===== config.mk =====
export PLATFORM = sky130hd
export DESIGN_NAME = lw_sha_core_arbiter
export DESIGN_NICKNAME = d
export VERILOG_FILES = /design/src/rtl/lw_sha_core_arbiter.sv
export SDC_FILE = /design/constraint.sdc
export NUM_CORES = 1
export LEC_CHECK = 0
export BUFFER_PORTS_ARGS = -buffer_cell sky130_fd_sc_hd__buf_2
export CAP_MARGIN = 15
export CELL_PAD_IN_SITES_DETAIL_PLACEMENT = 1
export CELL_PAD_IN_SITES_GLOBAL_PLACEMENT = 1
export CORE_MARGIN = 5
export CORE_UTILIZATION = 18
export CTS_CLUSTER_DIAMETER = 150
export CTS_CLUSTER_SIZE = 16
export DETAILED_ROUTE_END_ITERATION = 7
export GPL_TIMING_DRIVEN = 0
export HOLD_SLACK_MARGIN = 0.02
export MAX_ROUTING_LAYER = met4
export PLACE_DENSITY_LB_ADDON = 0.1
export SKIP_CTS_REPAIR_TIMING = 1
export SLEW_MARGIN = 20
export SYNTH_ARGS = -nofsm -noshare
export SYNTH_HDL_FRONTEND = slang
export SYNTH_SLANG_ARGS = --single-unit

===== constraint.sdc =====
create_clock -name clk_i -period 1.2 [get_ports clk_i]
set_input_delay 0.12 -clock clk_i [delete_from_list [all_inputs] [get_ports clk_i]]
set_output_delay 0.12 -clock clk_i [all_outputs]
set_load 0.05 [all_outputs]

===== src/rtl/lw_sha_core_arbiter.sv =====
// lw_sha_core_arbiter: whole-message round-robin arbiter that shares one lw_hmac core.
// Define LW_SHA_ARB_WATCHDOG_EN to enable the BUSY idle watchdog (err_o abort pulse).
module lw_sha_core_arbiter #(
  parameter int unsigned N_REQ   = 2,
  parameter int unsigned ARCH_SZ = 32,
  parameter int unsigned TIMEOUT = 1024
) (
  input  logic                     clk_i,
  input  logic                     rst_i,
  input  logic [N_REQ-1:0]         req_i,
  output logic [N_REQ-1:0]         gnt_o,
  input  logic [N_REQ-1:0]         start_i,
  input  logic [N_REQ-1:0]         valid_i,
  input  logic [N_REQ-1:0]         last_i,
  input  logic [N_REQ-1:0]         abort_i,
  input  logic [N_REQ*ARCH_SZ-1:0] data_i,
  input  logic [N_REQ*4-1:0]       opcode_i,
  output logic [N_REQ-1:0]         ready_o,
  output logic [N_REQ-1:0]         done_o,
  output logic [N_REQ-1:0]         err_o,
  output logic                     core_start_o,
  output logic                     core_valid_o,
  output logic                     core_last_o,
  output logic                     core_abort_o,
  output logic [ARCH_SZ-1:0]       core_data_o,
  output logic [3:0]               core_opcode_o,
  input  logic                     core_ready_i,
  input  logic                     core_idle_i,
  input  logic                     core_done_i
);

  localparam int unsigned PTR_W = (N_REQ > 1) ? $clog2(N_REQ) : 1;

  typedef enum logic [2:0] {S_IDLE, S_GRANT, S_BUSY, S_ABORT, S_RELEASE} state_t;

  state_t             state;
  logic [PTR_W-1:0]   ptr;
  logic [PTR_W-1:0]   arb_idx;
  logic [PTR_W-1:0]   cand;
  logic               arb_found;
  logic               accept;
  logic               wd_expire;
  logic [ARCH_SZ-1:0] data_a [N_REQ];
  logic [3:0]         op_a   [N_REQ];

  for (genvar gi = 0; gi < N_REQ; gi++) begin : g_unpack
    assign data_a[gi] = data_i[gi*ARCH_SZ +: ARCH_SZ];
    assign op_a[gi]   = opcode_i[gi*4 +: 4];
  end

  // Round-robin search: first requester above the last grant, wrapping.
  always_comb begin
    arb_found = 1'b0;
    arb_idx   = '0;
    cand      = '0;
    for (int i = 1; i <= int'(N_REQ); i++) begin
      cand = PTR_W'((32'(ptr) + 32'(i)) % N_REQ);
      if (!arb_found && req_i[cand]) begin
        arb_found = 1'b1;
        arb_idx   = cand;
      end
    end
  end

  assign accept = (state == S_BUSY) && valid_i[ptr] && core_ready_i;

`ifdef LW_SHA_ARB_WATCHDOG_EN
  localparam int unsigned WD_W = $clog2(TIMEOUT);
  logic [WD_W-1:0] wd_cnt;

  assign wd_expire = (state == S_BUSY) && !accept && (wd_cnt == WD_W'(TIMEOUT - 1));

  // Idle-cycle counter, restarted on BUSY entry and on each accepted word.
  always_ff @(posedge clk_i) begin
    if (rst_i || state != S_BUSY || accept) wd_cnt <= '0;
    else                                    wd_cnt <= wd_cnt + 1'b1;
  end
`else
  logic [31:0] unused_timeout;
  assign unused_timeout = TIMEOUT;
  assign wd_expire      = 1'b0;
`endif

  // Core-side mux: only the granted requester reaches the core, only in GRANT/BUSY.
  always_comb begin
    core_start_o  = 1'b0;
    core_valid_o  = 1'b0;
    core_last_o   = 1'b0;
    core_abort_o  = 1'b0;
    core_data_o   = '0;
    core_opcode_o = '0;
    ready_o       = '0;
    if (state == S_GRANT || state == S_BUSY) begin
      core_data_o   = data_a[ptr];
      core_opcode_o = op_a[ptr];
    end
    if (state == S_GRANT) core_start_o = core_idle_i & start_i[ptr];
    if (state == S_BUSY) begin
      core_valid_o = valid_i[ptr];
      core_last_o  = last_i[ptr];
      ready_o      = gnt_o & {N_REQ{core_ready_i}};
      core_abort_o = ~core_done_i & (abort_i[ptr] | wd_expire);
    end
  end

  always_ff @(posedge clk_i) begin
    if (rst_i) begin
      state  <= S_IDLE;
      ptr    <= PTR_W'(N_REQ - 1);
      gnt_o  <= '0;
      done_o <= '0;
      err_o  <= '0;
    end else begin
      done_o <= '0;
      err_o  <= '0;
      case (state)
        S_IDLE, S_RELEASE: begin
          gnt_o <= '0;
          state <= S_IDLE;
          if (arb_found) begin
            gnt_o <= N_REQ'(1) << arb_idx;
            ptr   <= arb_idx;
            state <= S_GRANT;
          end
        end
        S_GRANT: if (core_start_o) state <= S_BUSY;
        S_BUSY: begin
          // Done has priority over a same-cycle abort.
          if (core_done_i) begin
            done_o <= gnt_o;
            gnt_o  <= '0;
            state  <= S_RELEASE;
          end else if (abort_i[ptr]) begin
            state <= S_ABORT;
          end else if (wd_expire) begin
            err_o <= gnt_o;
            state <= S_ABORT;
          end
        end
        S_ABORT: begin
          if (core_idle_i) begin
            gnt_o <= '0;
            state <= S_RELEASE;
          end
        end
        default: state <= S_IDLE;
      endcase
    end
  end

endmodule


==> flow_metrics.py, run 1 <==
metrics = {
    "drt": {
        "firstDrtPassIters": 2,
        "vias": 1588,
        "drt_iter0_drc": 18,
        "viasPerCell": 4.327,
        "routedWlPerCell_um": 14.87,
        "postRouteAntennaNets": 0,
        "drcViolationCount": 0,
        "wl_um": 5459,
    },
    "clocking": {
        "h-tree-depth": 1,
        "cts_buffers": 3,
        "path_clk_slew_ps": 50,
        "clock-sinks": 8,
        "cts-root-buf": "clkbuf_8",
        "clk_path_buf_depth": 2,
        "cts_tree": "done",
        "insertion_delay_ps": 230,
    },
    "placed_design": {
        "dp_cells": 351,
        "place.gp.congestion": 0.7167,
        "dpl.hpwl_um": 4433,
        "port_buffers": 131,
    },
    "worst_setup_path": {
        "cp_top_family": "buffers and inverters",
        "path_buf_inv": 4,
        "cpMaxStageDelayCell": "dfxtp_2",
        "critPathKind": "reg -> out",
        "crit-reg2reg-launch": "state[0]",
        "reg2regPathDepth": 7,
        "worst-path-max-fanout": 6,
        "crit_chain": "buf_8 > xor2_1 > nand2b_1 > buf_12 > clkbuf_16 > nor2_4 > buf_6",
        "crit_path_start_kind": "register",
        "cpPeakStageDelay_ps": 310,
        "timing.rr.end": "state[0]",
        "end_kind": "primary output",
        "rrSetupSlack_ps": -150,
        "cp_data_arrival_time_ps": 1500,
        "worstSetupStartpoint": "state[0]",
        "required_ps": 1080,
    },
    "timing": {
        "setup_viol": 45,
        "period_minus_slack_ps": 1622,
        "finalCritPeriodShare": 1.352,
        "fmax_mhz": 616.5,
        "fin_ws_ps": -422.0,
        "slew_violations": 0,
        "fin_skew_ps": 7.268,
        "hold_ws_ps": 181.9,
        "rsz0062_at_grt": "true",
        "hold_violations": 0,
    },
    "synth": {
        "ys_seq_area_frac": 0.1471,
        "synthFlopType": "dfxtp_1",
        "synth-seq-cells": 8,
        "synth_warnings": 0,
        "synthCells": 144,
        "synth_cell_type_count": 32,
        "synth_edf_count": 0,
        "synth_area_sq_um": 1089,
        "synthArstFlopShare": 0,
        "postSynthAreaPerCell_sq_um": 7.559,
    },
    "min_path": {
        "hold_end": "gnt_o[1]",
        "min_from": "req_i[1]",
        "min_path_type": "in -> reg",
        "whs_path_depth": 3,
    },
    "layout": {
        "stdcell_count": 367,
        "antenna_cells": 0,
        "drive_above_1_share": 0.7671,
        "nNetsFinal": 381,
        "multi_input_area_sq_um": 1249,
        "n_fill_cell": 690,
        "regArea_sq_um": 165.2,
        "areaGrowthSynthToFinish_pct": 162.8,
    },
    "pwr": {
        "finalPower_w": 0.003926,
        "power_density_nw_per_um2": 1373,
        "p_leak_nw": 1.454,
        "irDropWorstVdd_uv": 663.1,
    },
    "global_route": {
        "grt.busiest_layer": "met2",
        "grt_util_met2": 0.2240,
        "grt.total_usage": 0.1265,
        "grt_use_met1": 0.1548,
        "grt_util_met3": 0.02446,
        "grt_overflow": 0,
        "grt_max_degree": 11,
        "grt_pass1_wl_um": 7734,
        "grt_pass1_vias": 1559,
        "antenna_found_initial": 0,
    },
    "run": {
        "maxCapViolations": 0,
    },
    "floorplan": {
        "die_h_um": 87.77,
        "dieWidth_um": 87.77,
        "dieArea_sq_um": 7703,
        "initial_core_util": 0.1849,
        "ios": 135,
        "rows": 28,
        "coreArea_sq_um": 5886,
    },
    "status": {
        "violations": "negative setup slack",
        "status": "finished with violations",
    },
}
registers in the layout, indices dropped and copies added, names as in the netlist:
register and cells:
state 3, gnt_o 2, ptr 1, done_o 2
cells by family after synthesis:
logic type,count (synthesis),synth area share
buffers and inverters,16,0.09999
XOR/XNOR,1,0.008047
AO/OA/AOI/OAI,13,0.08621
flip-flops,8,0.1471
AND/OR/NAND/NOR,65,0.2827
other,1,0.003445
multiplexers,40,0.3724
through the flow:
stage	worst slack, ps	TNS (ps)	util	instance area [sq um]
5_1_grt	-501.8	-19670	0.4860	2860
3_3_place_gp	-285.0	-10230	0.3724	2192
2_1_floorplan	-161.2	-5240	-	1443
3_5_place_dp	-296.7	-10700	0.3724	2192
4_1_cts	-548.4	-21210	0.3795	2233
6_report	-422.0	-16480	0.4860	2860
where the power goes:
group	switching (W)	internal (W)	total (W)
Clock	0.000104	0.000217	0.000321
Combinational	0.00189	0.00140	0.00329
Sequential	0.0000177	0.000294	0.000312
Total	0.00201	0.00191	0.00393
Yosys cell counts (2+ instances only):
master | instances | area share
buf_2 | 6 | 0.028
buf_6 | 4 | 0.041
and3_1 | 5 | 0.029
mux2i_1 | 39 | 0.36
o21ai_1 | 2 | 0.0092
nor2_1 | 43 | 0.15
nand3b_1 | 2 | 0.014
nand2b_1 | 7 | 0.040
nand2_1 | 2 | 0.0069
a21oi_1 | 3 | 0.014
buf_4 | 3 | 0.021
dfxtp_1 | 8 | 0.15
tightest hold or removal path, stage by stage:
cell     delay, ps
buf_2          120
nand3_1         60
o21ai_1         50
placed cells by master, fill, tap and decap left out, drive strengths merged:
cell	synthesis	routed
nor4	1	1
a221oi	1	1
mux2i	39	39
nand3	1	1
nor2	43	43
dfxtp	8	8
o311ai	1	1
inv	2	2
nand2	2	2
nand2b	8	8
o21ai	3	3
and3	5	5
conb	1	2
or2	2	2
mux2	1	1
o2bb2ai	1	1
a21oi	3	3
o22a	1	1
buf	13	152
a31oi	1	1
a211oi	1	1
nor3	1	1
o32ai	1	1
clkbuf	1	9
nand3b	2	2
xor2	1	1
metal layers:
| metal | wire [um] | part of all wire | up-vias |
|---|---|---|---|
| met4 | 0 | 0 | 0 |
| li1 | - | - | 795 |
| met2 | 2998 | 0.55 | 61 |
| met5 | 0 | 0 | - |
| met1 | 1990 | 0.36 | 732 |
| met3 | 470 | 0.086 | 0 |
worst max-delay path by stage:
| stage | depth (start not counted) | endpoint | slack [ps] |
|---|---|---|---|
| detailed placement | 5 | core_data_o[10] | -300 |
| global route | 7 | core_data_o[19] | -500 |
| CTS | 7 | core_opcode_o[2] | -550 |
| floorplan | 6 | core_data_o[10] | -160 |
| finish | 7 | core_data_o[20] | -420 |
| global placement | 5 | core_data_o[10] | -280 |
final cells by class:
| type | count | area share |
|---|---|---|
| flip-flops and latches | 8 | 0.05774 |
| inverters | 2 | 0.003500 |
| multi-input cells | 121 | 0.4366 |
| plain buffers | 14 | 0.06518 |
| clock buffers | 3 | 0.01444 |
| repair buffers | 144 | 0.3898 |
| well taps | 75 | 0.03281 |
No activity file was read; power rests on OpenSTA's default activity.
==> run 2, diff against run 1 <==
--- a/config.mk
+++ b/config.mk
@@ -10,7 +10,8 @@
 export CELL_PAD_IN_SITES_DETAIL_PLACEMENT = 1
 export CELL_PAD_IN_SITES_GLOBAL_PLACEMENT = 1
 export CORE_MARGIN = 5
-export CORE_UTILIZATION = 18
+export CORE_UTILIZATION = 22
+export CTS_BUF_LIST = sky130_fd_sc_hd__clkbuf_8
 export CTS_CLUSTER_DIAMETER = 150
 export CTS_CLUSTER_SIZE = 16
 export DETAILED_ROUTE_END_ITERATION = 7
@@ -18,6 +19,7 @@
 export HOLD_SLACK_MARGIN = 0.02
 export MAX_ROUTING_LAYER = met4
 export PLACE_DENSITY_LB_ADDON = 0.1
+export RECOVER_POWER = 25
 export SKIP_CTS_REPAIR_TIMING = 1
 export SLEW_MARGIN = 20
 export SYNTH_ARGS = -nofsm -noshare
==> constraint.sdc (replaced) <==
create_clock -name clk_i -period 2 [get_ports clk_i]
set_input_delay 0.2 -clock clk_i [delete_from_list [all_inputs] [get_ports clk_i]]
set_output_delay 0.2 -clock clk_i [all_outputs]
set_load 0.05 [all_outputs]
==> run 2 against run 1 <==
The run now ends clean. Die area down 16%. First-iteration DRC count fell by 5.6%. Highest routed layer is now met4. Final cell count is 5.7% lower. Clock skew shrank 5.0 ps. Worst hold slack gained 87 ps. Via count down 3.7%. Routed wire length shrank 14%. Count of clock-buffer cells in the layout stayed put. Total power down 60%.
==> flow_metrics.py, run 2 (synthesis results as in run 1) <==
metrics = {
    "worst_setup_path": {
        "worst-path-max-fanout": 10,
        "crit_path_start_kind": "register",
        "cp_data_arrival_time_ps": 1630,
        "critPathKind": "reg -> out",
        "cpPeakStageDelay_ps": 300,
        "cpMaxStageDelayCell": "dfxtp_1",
        "crit_top_cell": "buf_2",
        "required_ps": 1800,
        "end_kind": "primary output",
        "crit_chain": "buf_4 > xor2_1 > nand2b_1 > buf_2 > buf_6 > nor2_1 > buf_2",
    },
    "drt": {
        "routedWlPerCell_um": 13.58,
        "vias": 1530,
        "wl_um": 4700,
        "firstDrtPassIters": 4,
        "drcViolationCount": 0,
        "drt_iter0_drc": 17,
        "postRouteAntennaNets": 0,
        "viasPerCell": 4.422,
    },
    "global_route": {
        "grt.total_usage": 0.1423,
        "grt.busiest_layer": "met2",
        "grt_use_met1": 0.1611,
        "grt_pass1_wl_um": 7210,
        "grt_pass1_vias": 1505,
        "grt_max_degree": 11,
        "grt_util_met2": 0.2442,
        "grt_overflow": 0,
        "antenna_found_initial": 0,
        "grt_util_met3": 0.03700,
    },
    "pwr": {
        "finalPower_w": 0.001577,
        "p_leak_nw": 1.224,
        "irDropWorstVdd_uv": 256.2,
        "power_density_nw_per_um2": 845.4,
    },
    "floorplan": {
        "rows": 25,
        "dieWidth_um": 80.34,
        "coreArea_sq_um": 4755,
        "ios": 135,
        "dieArea_sq_um": 6455,
        "initial_core_util": 0.2289,
        "die_h_um": 80.34,
    },
    "timing": {
        "tns_ps": 0,
        "max-slew-margin-rel": 0.6012,
        "hold_violations": 0,
        "setup_viol": 0,
        "rsz0062_at_grt": "false",
        "fin_skew_ps": 2.270,
        "hold_ws_ps": 268.8,
        "tightestPinTransition_ps": 600.8,
        "slew_violations": 0,
        "finalCritPeriodShare": 0.9169,
        "fmax_mhz": 545.3,
        "period_minus_slack_ps": 1834,
    },
    "layout": {
        "top_register": "state",
        "layout_common_cells": "buf_2 (132), nor2_1 (43), mux2i_1 (39)",
        "drive_above_1_share": 0.5269,
        "reg.largest.list": "state (3), done_o (2), gnt_o (2)",
        "antenna_cells": 0,
        "areaGrowthSynthToFinish_pct": 71.38,
        "largest_register_ffs": 3,
        "final_common_cell": "buf_2",
        "nNetsFinal": 368,
    },
    "clocking": {
        "path_clk_slew_ps": 40,
        "insertion_delay_ps": 230,
        "clk_path_buf_depth": 2,
        "cts-root-buf": "clkbuf_8",
        "h-tree-depth": 1,
        "cts_buffers": 3,
        "cts_tree": "done",
        "clock-sinks": 8,
    },
    "placed_design": {
        "port_buffers": 131,
        "dpl.hpwl_um": 4089,
        "place.gp.congestion": 0.6959,
    },
    "status": {
        "status": "complete, no violations",
    },
    "min_path": {
        "min_path_type": "in -> reg",
    },
    "run": {
        "maxCapViolations": 0,
    },
}
[run 2: final timing paths]
path | endpoint | slack, ps | from | cells past startpoint
setup / recovery | core_data_o[20] | 170 | state[0] | 7
hold / removal | gnt_o[1] | 270 | req_i[1] | 3
setup reg to reg | state[0] | 690 | state[1] | 5
hold reg to reg | done_o[1] | 510 | gnt_o[1] | 1
[run 2: layout make-up]
type / count / area, sq um
plain buffers: 14 / 101.3
inverters: 2 / 7.507
clock buffers: 3 / 41.29
well taps: 67 / 83.83
flip-flops and latches: 8 / 160.2
fillers: 644 / 2889
repair buffers: 131 / 649.4
multi-input cells: 121 / 822.0
[run 2: critical path: cells and delay by family, from the launching register on]
| family | cells | cell delay, ps |
|---|---|---|
| XOR/XNOR | 1 | 150 |
| flip-flops | 1 | 300 |
| AND/OR/NAND/NOR | 2 | 170 |
| buffers and inverters | 4 | 780 |
[run 2: power breakdown]
part	leakage (nW)	internal (W)	switching, W	total, W
combinational	1.14	0.000353	0.000846	0.00120
clock	0.0216	0.000130	0.0000648	0.000195
sequential	0.0655	0.000175	0.00000830	0.000183
[run 2: stage by stage]
step | std cells | area [sq um] | utilization | worst slack (ps)
final | 346 | 1866 | 0.3924 | 166.2
after global routing | 346 | 1866 | 0.3924 | 18.51
after CTS | 346 | 1878 | 0.3950 | 127.5
after detailed placement | 343 | 1837 | 0.3863 | 384.9
after global placement | 343 | 1837 | 0.3863 | 402.1
after floorplan | 145 | 1097 | - | 201.4
[run 2: metal layers]
metal / part of all wire / wire [um]
met1: 0.39 / 1849
met4: 0.020 / 93
met5: 0 / 0
met2: 0.50 / 2348
met3: 0.087 / 409
